[src/rtl/alu_result_stage_pkg.sv]
// Shared types and constants for the ALU result stage.
package alu_result_stage_pkg;

    // Default datapath width of one SIMD result.
    localparam int unsigned DefaultWidth = 8;

    // Occupancy of the two-entry skid buffer.
    typedef enum logic [1:0] {
        StEmpty = 2'd0,
        StOne   = 2'd1,
        StTwo   = 2'd2
    } skid_state_e;

endpackage

[src/rtl/alu_result_stage_pattern_detect.sv]
// Masked pattern compare: exact match and complement match. A mask bit of 1 ignores that bit.
module alu_pattern_detect
    import alu_result_stage_pkg::*;
#(
    parameter int unsigned Width = DefaultWidth
) (
    input  logic [Width-1:0] i_data,
    input  logic [Width-1:0] i_pattern,
    input  logic [Width-1:0] i_mask,
    output logic             o_match,
    output logic             o_match_b
);

    assign o_match   = ((i_data ^ i_pattern) & ~i_mask) == '0;
    assign o_match_b = ((i_data ^ ~i_pattern) & ~i_mask) == '0;

endmodule

[src/rtl/alu_result_stage.sv]
// ALU result register stage: two-entry skid buffer carrying the result, its carry-out and the
// pattern-detect / overflow / underflow flags, plus the accumulator feedback register.
module alu_result_stage
    import alu_result_stage_pkg::*;
#(
    parameter int unsigned Width = DefaultWidth
) (
    input  logic             clk,
    input  logic             rst_n,
    input  logic             in_valid,
    output logic             in_ready,
    input  logic [Width-1:0] S,
    input  logic [1:0]       result_SIMD_carry_out,
    input  logic [Width-1:0] pattern,
    input  logic [Width-1:0] mask,
    input  logic             acc_clear,
    output logic             out_valid,
    input  logic             out_ready,
    output logic [Width-1:0] P,
    output logic [1:0]       P_carry,
    output logic             pattern_detect,
    output logic             pattern_b_detect,
    output logic             overflow,
    output logic             underflow,
    output logic [Width-1:0] P_feedback
);

    skid_state_e      r_state;
    skid_state_e      w_state_nxt;
    logic             r_in_ready;
    logic             r_out_valid;

    // Head entry (drives the outputs) and skid entry (second slot).
    logic [Width-1:0] r_p;
    logic [1:0]       r_p_carry;
    logic             r_pd, r_pbd, r_ovf, r_unf;
    logic [Width-1:0] r_sk_p;
    logic [1:0]       r_sk_carry;
    logic             r_sk_pd, r_sk_pbd, r_sk_ovf, r_sk_unf;

    logic [Width-1:0] r_feedback;
    logic             r_hist_pd;
    logic             r_hist_pbd;

    logic             w_accept;
    logic             w_pop;
    logic             w_pd;
    logic             w_pbd;
    logic             w_prev_pd;
    logic             w_prev_pbd;
    logic             w_ovf;
    logic             w_unf;
    logic             w_load_head;
    logic             w_head_from_skid;
    logic             w_load_skid;

    alu_pattern_detect #(
        .Width (Width)
    ) u_pattern_detect (
        .i_data    (S),
        .i_pattern (pattern),
        .i_mask    (mask),
        .o_match   (w_pd),
        .o_match_b (w_pbd)
    );

    assign w_accept = in_valid & r_in_ready;
    assign w_pop    = r_out_valid & out_ready;

    // A coincident clear wipes the history before the new entry is compared against it.
    assign w_prev_pd  = r_hist_pd & ~acc_clear;
    assign w_prev_pbd = r_hist_pbd & ~acc_clear;
    assign w_ovf      = w_prev_pd & ~w_pd & ~w_pbd & ~S[Width-1];
    assign w_unf      = w_prev_pbd & ~w_pd & ~w_pbd & S[Width-1];

    // Next buffer occupancy and which slot each accepted/retired entry moves through.
    always_comb begin
        w_state_nxt      = r_state;
        w_load_head      = 1'b0;
        w_head_from_skid = 1'b0;
        w_load_skid      = 1'b0;
        case (r_state)
            StEmpty: begin
                if (w_accept) begin
                    w_state_nxt = StOne;
                    w_load_head = 1'b1;
                end
            end
            StOne: begin
                if (w_accept && w_pop) begin
                    w_load_head = 1'b1;
                end else if (w_accept) begin
                    w_state_nxt = StTwo;
                    w_load_skid = 1'b1;
                end else if (w_pop) begin
                    w_state_nxt = StEmpty;
                end
            end
            StTwo: begin
                // in_ready is low here, so only a pop can happen.
                if (w_pop) begin
                    w_state_nxt      = StOne;
                    w_load_head      = 1'b1;
                    w_head_from_skid = 1'b1;
                end
            end
            default: w_state_nxt = StEmpty;
        endcase
    end

    // Buffer state, registered handshakes, entry storage, feedback and detect history.
    always_ff @(posedge clk) begin
        if (!rst_n) begin
            r_state     <= StEmpty;
            r_in_ready  <= 1'b0;
            r_out_valid <= 1'b0;
            r_p         <= '0;
            r_p_carry   <= '0;
            r_pd        <= 1'b0;
            r_pbd       <= 1'b0;
            r_ovf       <= 1'b0;
            r_unf       <= 1'b0;
            r_sk_p      <= '0;
            r_sk_carry  <= '0;
            r_sk_pd     <= 1'b0;
            r_sk_pbd    <= 1'b0;
            r_sk_ovf    <= 1'b0;
            r_sk_unf    <= 1'b0;
            r_feedback  <= '0;
            r_hist_pd   <= 1'b0;
            r_hist_pbd  <= 1'b0;
        end else begin
            r_state     <= w_state_nxt;
            r_in_ready  <= (w_state_nxt != StTwo);
            r_out_valid <= (w_state_nxt != StEmpty);

            if (w_load_head) begin
                if (w_head_from_skid) begin
                    r_p       <= r_sk_p;
                    r_p_carry <= r_sk_carry;
                    r_pd      <= r_sk_pd;
                    r_pbd     <= r_sk_pbd;
                    r_ovf     <= r_sk_ovf;
                    r_unf     <= r_sk_unf;
                end else begin
                    r_p       <= S;
                    r_p_carry <= result_SIMD_carry_out;
                    r_pd      <= w_pd;
                    r_pbd     <= w_pbd;
                    r_ovf     <= w_ovf;
                    r_unf     <= w_unf;
                end
            end

            if (w_load_skid) begin
                r_sk_p     <= S;
                r_sk_carry <= result_SIMD_carry_out;
                r_sk_pd    <= w_pd;
                r_sk_pbd   <= w_pbd;
                r_sk_ovf   <= w_ovf;
                r_sk_unf   <= w_unf;
            end

            // Acceptance wins over clear: the new entry becomes the history and the feedback.
            if (w_accept) begin
                r_feedback <= S;
                r_hist_pd  <= w_pd;
                r_hist_pbd <= w_pbd;
            end else if (acc_clear) begin
                r_feedback <= '0;
                r_hist_pd  <= 1'b0;
                r_hist_pbd <= 1'b0;
            end
        end
    end

    assign in_ready         = r_in_ready;
    assign out_valid        = r_out_valid;
    assign P                = r_p;
    assign P_carry          = r_p_carry;
    assign pattern_detect   = r_pd;
    assign pattern_b_detect = r_pbd;
    assign overflow         = r_ovf;
    assign underflow        = r_unf;
    assign P_feedback       = r_feedback;

endmodule
[config.mk]
export PLATFORM = sky130hd
export DESIGN_NAME = alu_result_stage
export DESIGN_NICKNAME = d
export VERILOG_FILES = /design/src/rtl/alu_result_stage_pkg.sv /design/src/rtl/alu_result_stage_pattern_detect.sv /design/src/rtl/alu_result_stage.sv
export SDC_FILE = /design/constraint.sdc
export NUM_CORES = 1
export LEC_CHECK = 0
export ABC_AREA = 1
export BUFFER_PORTS_ARGS = -buffer_cell sky130_fd_sc_hd__clkbuf_2
export CORE_ASPECT_RATIO = 1.25
export CORE_UTILIZATION = 45
export CTS_BUF_LIST = sky130_fd_sc_hd__clkbuf_2 sky130_fd_sc_hd__clkbuf_4 sky130_fd_sc_hd__clkbuf_8
export DETAILED_ROUTE_END_ITERATION = 6
export PLACE_DENSITY = 0.77
export SLEW_MARGIN = 20
export SYNTH_ARGS = -nofsm -noshare
export SYNTH_HDL_FRONTEND = slang
export SYNTH_HIERARCHICAL = 1
export SYNTH_SLANG_ARGS = --single-unit
[constraint.sdc]
create_clock -name clk -period 1.2 [get_ports clk]
set_input_delay 0.12 -clock clk [delete_from_list [all_inputs] [get_ports clk]]
set_output_delay 0.12 -clock clk [all_outputs]
set_load 0.02 [all_outputs]
# Yosys cells after proc, flatten, opt, wreduce, memory -nomap -nowiden
# Index checks and enable logic that the tools add are counted.
totals:
  register_bits: 42
classes:
  muxes: 24
  n_reduce_logical: 6
  n_eq_ne: 3
  n_bitwise: 20
ops:
  columns: ["cell", "count"]
  rows:
  - ["$mux W8", 3]
  - ["$and A8 B8 Y8", 2]
  - ["$logic_not A8 Y1", 2]
  - ["$not A8 Y8", 2]
  - ["$xor A8 B8 Y8", 2]
  - ["$mux W1", 13]
  - ["$mux W2", 6]
  - ["$and A1 B1 Y1", 10]
  - ["$pmux W2 S3", 1]
  - ["$not A1 Y1", 4]
  - ["$reduce_bool A2 Y1", 2]
  - ["$pmux W1 S3", 1]
  - ["$eq A2 B1 Y1 const B", 1]
  - ["$eq A2 B2 Y1 const B", 1]
  - ["$logic_not A2 Y1", 1]
  - ["$ne A2 B2 Y1 const B", 1]
  - ["$logic_and A1 B1 Y1", 1]

# Logic depth before layout (Yosys ltp)
# Gate-level depths: netlist of the first run.
logic_depth:
  depth_word: 8
  mapped_depth: 13
  ltp_nobuf: 13

# Modules after synthesis
# Netlist of the first run, hierarchy kept.
modules_own_cells:
  columns: ["module", "n_inst", "cells_per_inst", "area_each_um2"]
  rows:
  - ["alu_result_stage", 1, 269, 1848.0]
  - ["alu_pattern_detect", 1, 85, 335.3]

# Worst setup path after synthesis of the first run
# OpenSTA, ideal clock, no wires.
synth_timing:
  path_kind: "flip-flop to flip-flop"
  from: "reg r_in_ready (netlist: in_ready)"
  to: "reg r_sk_pbd"
  path_buffers: 1
  required_ns: 1.084
  stages_incl_launch_ff: 9
  path_slack_ns: -0.137
  arrival_time_ns: 1.221
  setup_time_ns: 0.116
  cell_sequence: "dfxtp_1 -> nand2_1 -> inv_1 -> nand2_1 -> nor2_4 -> inv_2 -> clkbuf_8 -> nor2_1 -> nor2_1"
synth_via:
  elab_chain_len: 4
synth_lines:
  columns: ["item", "line", "text"]
  rows:
  - ["start: declaration", "alu_result_stage.sv:30", "logic r_in_ready;"]
  - ["start signal: assignment", "alu_result_stage.sv:134", "r_in_ready <= (w_state_nxt != StTwo);"]
  - ["$and A1 B1 Y1 *", "alu_result_stage.sv:67", "assign w_accept = in_valid & r_in_ready;"]
  - ["$mux W1 / $logic_and A1 B1 Y1 (equally long branches)", "alu_result_stage.sv:92, alu_result_stage.sv:90", null]
  - ["$mux W1 *", "alu_result_stage.sv:90", "if (w_accept && w_pop) begin"]
  - ["$mux W1 *", "alu_result_stage.sv:82", "case (r_state)"]
  - ["end signal: assignment", "alu_result_stage.sv:159", "r_sk_pbd <= w_pbd;"]
  - ["end: declaration", "alu_result_stage.sv:39", "logic r_sk_pd, r_sk_pbd, r_sk_ovf, r_sk_unf;"]
# Every way passes the cells marked *; elsewhere a longest branch is shown, timed or not.
# A chain may end at the register's enable or synchronous reset.

# Final worst setup path of the first run
layout_timing:
  from: "reg r_state[1]"
  to: "reg r_p_carry[1] (netlist: P_carry[1])"
layout_via:
  elab_chain_len: 3
layout_lines:
  columns: ["item", "line", "text"]
  rows:
  - ["start: declaration", "alu_result_stage.sv:28", "skid_state_e r_state;"]
  - ["start signal: assignment", "alu_result_stage.sv:114", "r_state <= StEmpty;"]
  - ["start signal: assignment", "alu_result_stage.sv:133", "r_state <= w_state_nxt;"]
  - ["$eq A2 B2 Y1", "alu_result_stage.sv:82", null]
  - ["$mux W1", "alu_result_stage.sv:82", null]
  - ["$mux W2", "alu_result_stage.sv:138", "if (w_head_from_skid) begin"]
  - ["end signal: assignment", "alu_result_stage.sv:140", "r_p_carry <= r_sk_carry;"]
  - ["end signal: assignment", "alu_result_stage.sv:147", "r_p_carry <= result_SIMD_carry_out;"]
  - ["end: declaration", "alu_result_stage.sv:35", "logic [1:0] r_p_carry;"]
# Parallel ways exist; a longest one is shown, timed or not.

==> impl_metrics.tcl, run 1 <==
set metrics [dict create \
    hold_viol 0 \
    worst-path-max-fanout 13 \
    synth_nets 385 \
    ant_nets 0 \
    wl_um 5067 \
    hold_buffers 0 \
    place.gp.congestion 0.8310 \
    drive_above_1_share 0.2755 \
    synth_area_um2 2183 \
    initial_core_util 0.4823 \
    synth_cells 354 \
    syn_area_per_cell_um2 6.168 \
    layout.nets 462 \
    grt_pass1_vias 2011 \
    drc 0 \
    synth-seq-cells 42 \
    vias_per_cell 4.622 \
    place_ws_ns -0.08862 \
    clockBufferDepth 2 \
    tightest_slew_ns 0.3388 \
    rr_startpoint "r_state[1]$_SDFF_PN0_" \
    hold_path_class "input port to register" \
    critPathArrivalTime_ns 1.39 \
    drtPass1Iterations 4 \
    min_period_over_period 0.9994 \
    core-area_um2 4527 \
    p_leak_nw 1.602 \
    hold_path_startpoint "result_SIMD_carry_out[1]" \
    rsz0062_at_grt "yes" \
    die_y_um 79.88 \
    clkSlewWorstSetupHoldPaths_ns 0.08 \
    antenna_found_initial 0 \
    clockRootBuffer "clkbuf_8" \
    worst_ir_drop_vdd_v 0.0007581 \
    clock_sinks 42 \
    total_power_mw 3.941 \
    portBuffers 54 \
    vias 2265 \
    critPathKind "register to register" \
    yosysSeqAreaShare 0.3851 \
    htreeDepth 2 \
    skew_ns 0.003519 \
    period_needed_ns 1.199 \
    antenna_cells 0 \
    grt_max_degree 27 \
    fin_util 0.6288 \
    synth_warnings 6 \
    endpoint_kind "register" \
    p_per_area_nw_per_um2 1384 \
    required_ns 1.39 \
    setup_viol 0 \
    final_area_um2 2846 \
    fmax_mhz 833.8 \
    drt_iter0_drc 101 \
    grt_pass1_wl_um 8245 \
    hpwl_um 3612 \
    cts_tree "yes" \
    slew_headroom 0.7739 \
    clk_latency_ns 0.29 \
    area_growth_pct 30.37 \
    cap_violations 0 \
    rows 27 \
    timing.final.ws_setup_ns 0.0007184 \
    dieArea_um2 5136 \
    setup.worst_path.start_class "register" \
    io_pins 55 \
    grt_use_total 0.2039 \
    synth.distinct_cells 20 \
    wire_per_inst_um 10.34 \
    place_area_um2 2619 \
    outcome "finished, final reports clean" \
    maxSlewViolCount 0 \
    die_x_um 64.30 \
    fin_setup_tns_ns 0 \
    grt_overflow 0 \
    cts_buffers 5 \
    reg2reg_depth 7 \
    hold_depth 3 \
    crit_start "r_state[1]$_SDFF_PN0_" \
]
-- area by class of cell --
type	count	area [um2]
clock buffer	8	110.1
sequential	42	848.3
multi-input combinational	248	1116
tap	58	72.57
timing repair buffer	81	493.0
fill	443	1680
inverter	53	206.4
-- registers in the layout (all words and copies together), names as in the netlist, 2 cells and up --
signal,cells
P,8
P_feedback,8
r_sk_p,8
P_carry,2
r_sk_carry,2
r_state,2
-- path summary, 6_finish.rpt --
path | to | slack (ns)
max | P_carry[1]$_SDFFE_PN0P_ | 0.0007
min | r_sk_carry[1]$_SDFFE_PN0P_ | 0.06
max reg2reg | P_carry[1]$_SDFFE_PN0P_ | 0.0007
min reg2reg | P_feedback[5]$_SDFFE_PN0P_ | 0.48
-- per-layer routing --
metal / global-route usage / vias up / part of all wire
met3: 0.03143 / 7 / 0.052
met5: 0 / - / 0
met2: 0.3474 / 57 / 0.49
met1: 0.2504 / 984 / 0.44
li1: - / 1217 / -
met4: 0.09111 / 0 / 0.017
-- worst max-delay path, stage by stage, from the launching register on --
cell     delay [ns]
dfxtp_2        0.35
inv_2          0.07
nor2_4         0.15
nand2_4        0.09
nand2_4        0.13
nand2_4        0.13
nor2_1         0.12
nor2_1         0.05
-- stage by stage --
stage               std cells  hold slack, ns
floorplan                 354          0.2476
global placement          475          0.3663
detailed placement        475          0.3784
CTS                       483         0.07001
global route              490         0.06438
finish                    490         0.06280
-- cells in the mapped netlist --
cell type / instances / share of area
nand2_1: 122 / 0.21
inv_2: 6 / 0.010
and2_1: 1 / 0.0029
buf_6: 4 / 0.021
clkbuf_1: 5 / 0.0086
o21ai_0: 14 / 0.032
clkinv_1: 4 / 0.0069
nor2_1: 62 / 0.11
buf_4: 1 / 0.0034
dfxtp_1: 42 / 0.39
a21oi_1: 12 / 0.028
clkbuf_8: 1 / 0.0063
buf_2: 1 / 0.0023
inv_1: 43 / 0.074
nor2_4: 2 / 0.010
nand3_1: 25 / 0.057
nand4_1: 3 / 0.0086
o21a_1: 1 / 0.0034
and2_2: 1 / 0.0034
nand2_4: 4 / 0.021
-- power breakdown --
part	switching (mW)	leakage (nW)	internal, mW
combinational	0.741	1.20	0.471
sequential	0.107	0.344	1.57
clock	0.469	0.0575	0.581
total	1.32	1.60	2.62
-- layout by cell type (no fill, tap or decap), types with 3 or more instances in the layout --
| master | n |
|---|---|
| clkbuf_2 | 54 |
| nand4_1 | 3 |
| nand2_4 | 7 |
| a21oi_1 | 12 |
| inv_4 | 3 |
| buf_4 | 24 |
| o21ai_0 | 10 |
| nor2_1 | 59 |
| nand2_1 | 117 |
| dfxtp_1 | 38 |
| dfxtp_2 | 3 |
| nor2_2 | 3 |
| inv_2 | 5 |
| clkbuf_8 | 8 |
| nand3_1 | 25 |
| clkinv_1 | 4 |
| inv_1 | 41 |
-- what timing repair did --
action | 4_1_cts | 5_1_grt
resized for setup | 4 | 19
gates cloned | 0 | 1
pin swaps | 1 | 9
setup buffers | 0 | 6
endpoints found under the setup margin | 9 | 27
-- cells by family (layout without fill, tap and decap cells) --
family                 count (synthesis)  after routing  share of synthesized area
and+or+nand+nor                      220            221                     0.4195
buffers and inverters                 65            142                     0.1324
DFF                                   42             42                     0.3851
AOI/OAI and AO/OA                     27             27                    0.06304
No activity file was read; power rests on OpenSTA's default activity.
==> inputs of run 2 (changes only) <==
--- a/config.mk
+++ b/config.mk
@@ -8,10 +8,10 @@
 export ABC_AREA = 1
 export BUFFER_PORTS_ARGS = -buffer_cell sky130_fd_sc_hd__clkbuf_2
 export CORE_ASPECT_RATIO = 1.25
-export CORE_UTILIZATION = 45
+export CORE_UTILIZATION = 49
 export CTS_BUF_LIST = sky130_fd_sc_hd__clkbuf_2 sky130_fd_sc_hd__clkbuf_4 sky130_fd_sc_hd__clkbuf_8
 export DETAILED_ROUTE_END_ITERATION = 6
-export PLACE_DENSITY = 0.77
+export PLACE_DENSITY = 0.82
 export SLEW_MARGIN = 20
 export SYNTH_ARGS = -nofsm -noshare
 export SYNTH_HDL_FRONTEND = slang
==> constraint.sdc (replaced) <==
create_clock -name clk -period 1.2 [get_ports clk]
set_input_delay 0.12 -clock clk [delete_from_list [all_inputs] [get_ports clk]]
set_output_delay 0.12 -clock clk [all_outputs]
set_load 0.1 [all_outputs]
==> run 2 against run 1 <==
  * The run now ends with setup timing left
  * Maximum frequency down 0.93%
  * Sequential power up 4%
  * Combinational power up 89%
  * Core utilization up 14 points
  * Sequential share of layout area down 2.7 points
  * Clock skew up 0.00062 ns
  * Register-to-register slack about the same
  * Cell count down 1.2%
  * Global-route usage up 5.1 points
  * Total power up 32%
  * Critical path type unchanged
  * Critical endpoint is now r_sk_unf$_SDFFE_PN0P_
  * Largest power group is now combinational cells
==> impl_metrics.tcl, run 2 (same netlist as run 1, synthesis figures left out) <==
set metrics [dict create \
    cts_tree "yes" \
    layout.nets 458 \
    die_x_um 61.71 \
    min_period_over_period 1.009 \
    multi_input_area_um2 1114 \
    p_per_area_nw_per_um2 1628 \
    worst_ir_drop_vdd_v 0.0009046 \
    worst-path-max-fanout 7 \
    timing.final.ws_setup_ns -0.01058 \
    p_leak_nw 1.671 \
    period_needed_ns 1.211 \
    outcome "finished, violations left" \
    fillers 322 \
    drc 0 \
    holdPathEnd "r_sk_carry[0]$_SDFFE_PN0P_" \
    initial_core_util 0.5243 \
    antenna_found_initial 0 \
    setup.worst_path.start_class "register" \
    clockBufferDepth 2 \
    maxSlewViolCount 0 \
    setup_viol 1 \
    tightest_slew_ns 0.3509 \
    total_power_mw 5.185 \
    fin_setup_tns_ns -0.01058 \
    clk_latency_ns 0.30 \
    place_area_um2 2989 \
    layoutNonFillerInstCount 484 \
    post-place-cells 473 \
    regArea_um2 863.3 \
    critPathArrivalTime_ns 1.41 \
    clock_sinks 42 \
    rr_startpoint "in_ready$_SDFF_PN0_" \
    hold_viol 0 \
    wl_um 6005 \
    io_pins 55 \
    cap_violations 0 \
    fmax_mhz 826.1 \
    hold_path_startpoint "result_SIMD_carry_out[0]" \
    rsz0062_at_grt "yes" \
    reg2reg_to "r_sk_unf$_SDFFE_PN0P_" \
    dieArea_um2 4728 \
    hold_depth 3 \
    required_ns 1.39 \
    wire_per_inst_um 12.41 \
    violations "setup timing" \
    clockRootBuffer "clkbuf_8" \
    grt_use_total 0.2554 \
    grt_pass1_wl_um 9225 \
    reg2reg_depth 8 \
    area_growth_pct 45.90 \
    antenna_cells 0 \
    critPathKind "register to register" \
    grt_overflow 0 \
    vias 2412 \
    grt_max_degree 29 \
    hpwl_um 4017 \
    core-area_um2 4164 \
    final_cell_mix "nand2_1 (119), nor2_1 (62), inv_1 (41)" \
    final_area_um2 3186 \
    die_y_um 76.63 \
    slew_headroom 0.7658 \
    hold_path_class "input port to register" \
    skew_ns 0.004136 \
    place.gp.congestion 0.8263 \
    cts_buffers 5 \
    portBuffers 54 \
    final_common_cell "nand2_1" \
    rows 26 \
    grt_pass1_vias 2182 \
    ant_nets 0 \
    drt_iter0_drc 128 \
    ff2ff_setup_slack_ns -0.01 \
    drtPass1Iterations 4 \
    clkSlewWorstSetupHoldPaths_ns 0.08 \
    endpoint_kind "register" \
    vias_per_cell 4.983 \
    drive_above_1_share 0.2710 \
    htreeDepth 2 \
]
run 2: cell count changes in the layout (fill, tap and decap cells not counted), moves of 5 or more:
| cell | previous run | this run |
|---|---|---|
| dfxtp_1 | 38 | 30 |
| dfxtp_2 | 3 | 9 |
| buf_4 | 24 | 19 |
| buf_12 | 1 | 24 |
| clkbuf_2 | 54 | 30 |
run 2: timing repair:
| item | 4_1_cts | 5_1_grt |
|---|---|---|
| hold buffers | 0 | 0 |
| gates resized for setup | 0 | 18 |
| hold endpoints to repair | 0 | 0 |
| setup buffers | 0 | 2 |
| gates cloned | 0 | 1 |
| pin swaps | 0 | 8 |
| setup endpoints to repair | 1 | 28 |
run 2: final cells by class:
cell class,count,share of cell area
clock inverters,2,0.01178
flip-flops and latches,42,0.2710
well taps,56,0.02200
inverters,53,0.06481
repair buffers,77,0.2569
clock buffers,6,0.02396
multi-input cells,248,0.3496
run 2: power breakdown:
| part | switching (mW) | internal [mW] | leakage, nW |
|---|---|---|---|
| combinational | 1.48 | 0.812 | 1.27 |
| sequential | 0.173 | 1.58 | 0.348 |
| clock | 0.494 | 0.643 | 0.0548 |
| total | 2.15 | 3.04 | 1.67 |
run 2: how the worst max path moves through the flow:
stage                                      from                       to  slack [ns]  depth (start not counted)
after floorplan             in_ready$_SDFF_PN0_    r_sk_pbd$_SDFFE_PN0P_       -0.17                          8
after global placement                     S[7]    r_sk_ovf$_SDFFE_PN0P_       -0.04                         12
after detailed placement                   S[7]    r_sk_ovf$_SDFFE_PN0P_       -0.12                         12
after CTS                 r_state[1]$_SDFF_PN0_  P_carry[0]$_SDFFE_PN0P_      -0.003                          8
after global routing       out_valid$_SDFF_PN0_        P[2]$_SDFFE_PN0P_       -0.07                          8
final                       in_ready$_SDFF_PN0_    r_sk_unf$_SDFFE_PN0P_       -0.01                          8
run 2: per-layer routing:
metal | global-route usage | vias to the layer above | share of wire | wire [um]
met1 | 0.2898 | 1081 | 0.39 | 2322
met5 | 0 | - | 0 | 0
li1 | - | 1211 | - | -
met2 | 0.4387 | 100 | 0.54 | 3232
met4 | 0.1156 | 0 | 0.031 | 189
met3 | 0.05093 | 20 | 0.043 | 260
run 2: critical path, stage by stage (launching register included):
cell and delay, ns:
dfxtp_4 0.38, nand2_4 0.06, inv_2 0.08, nand2_4 0.08, nor2_4 0.16, buf_6 0.15, nand2_1 0.08, nand2_1 0.08
nor2_1 0.04
run 2: metrics by stage:
stage | hold slack [ns] | worst slack (ns) | utilization
2_1_floorplan | 0.2416 | -0.1666 | -
3_3_place_gp | 0.3661 | -0.03657 | 0.7178
3_5_place_dp | 0.3700 | -0.1240 | 0.7178
4_1_cts | 0.06182 | -0.002722 | 0.7452
5_1_grt | 0.07614 | -0.06977 | 0.7650
6_report | 0.05973 | -0.01058 | 0.7650
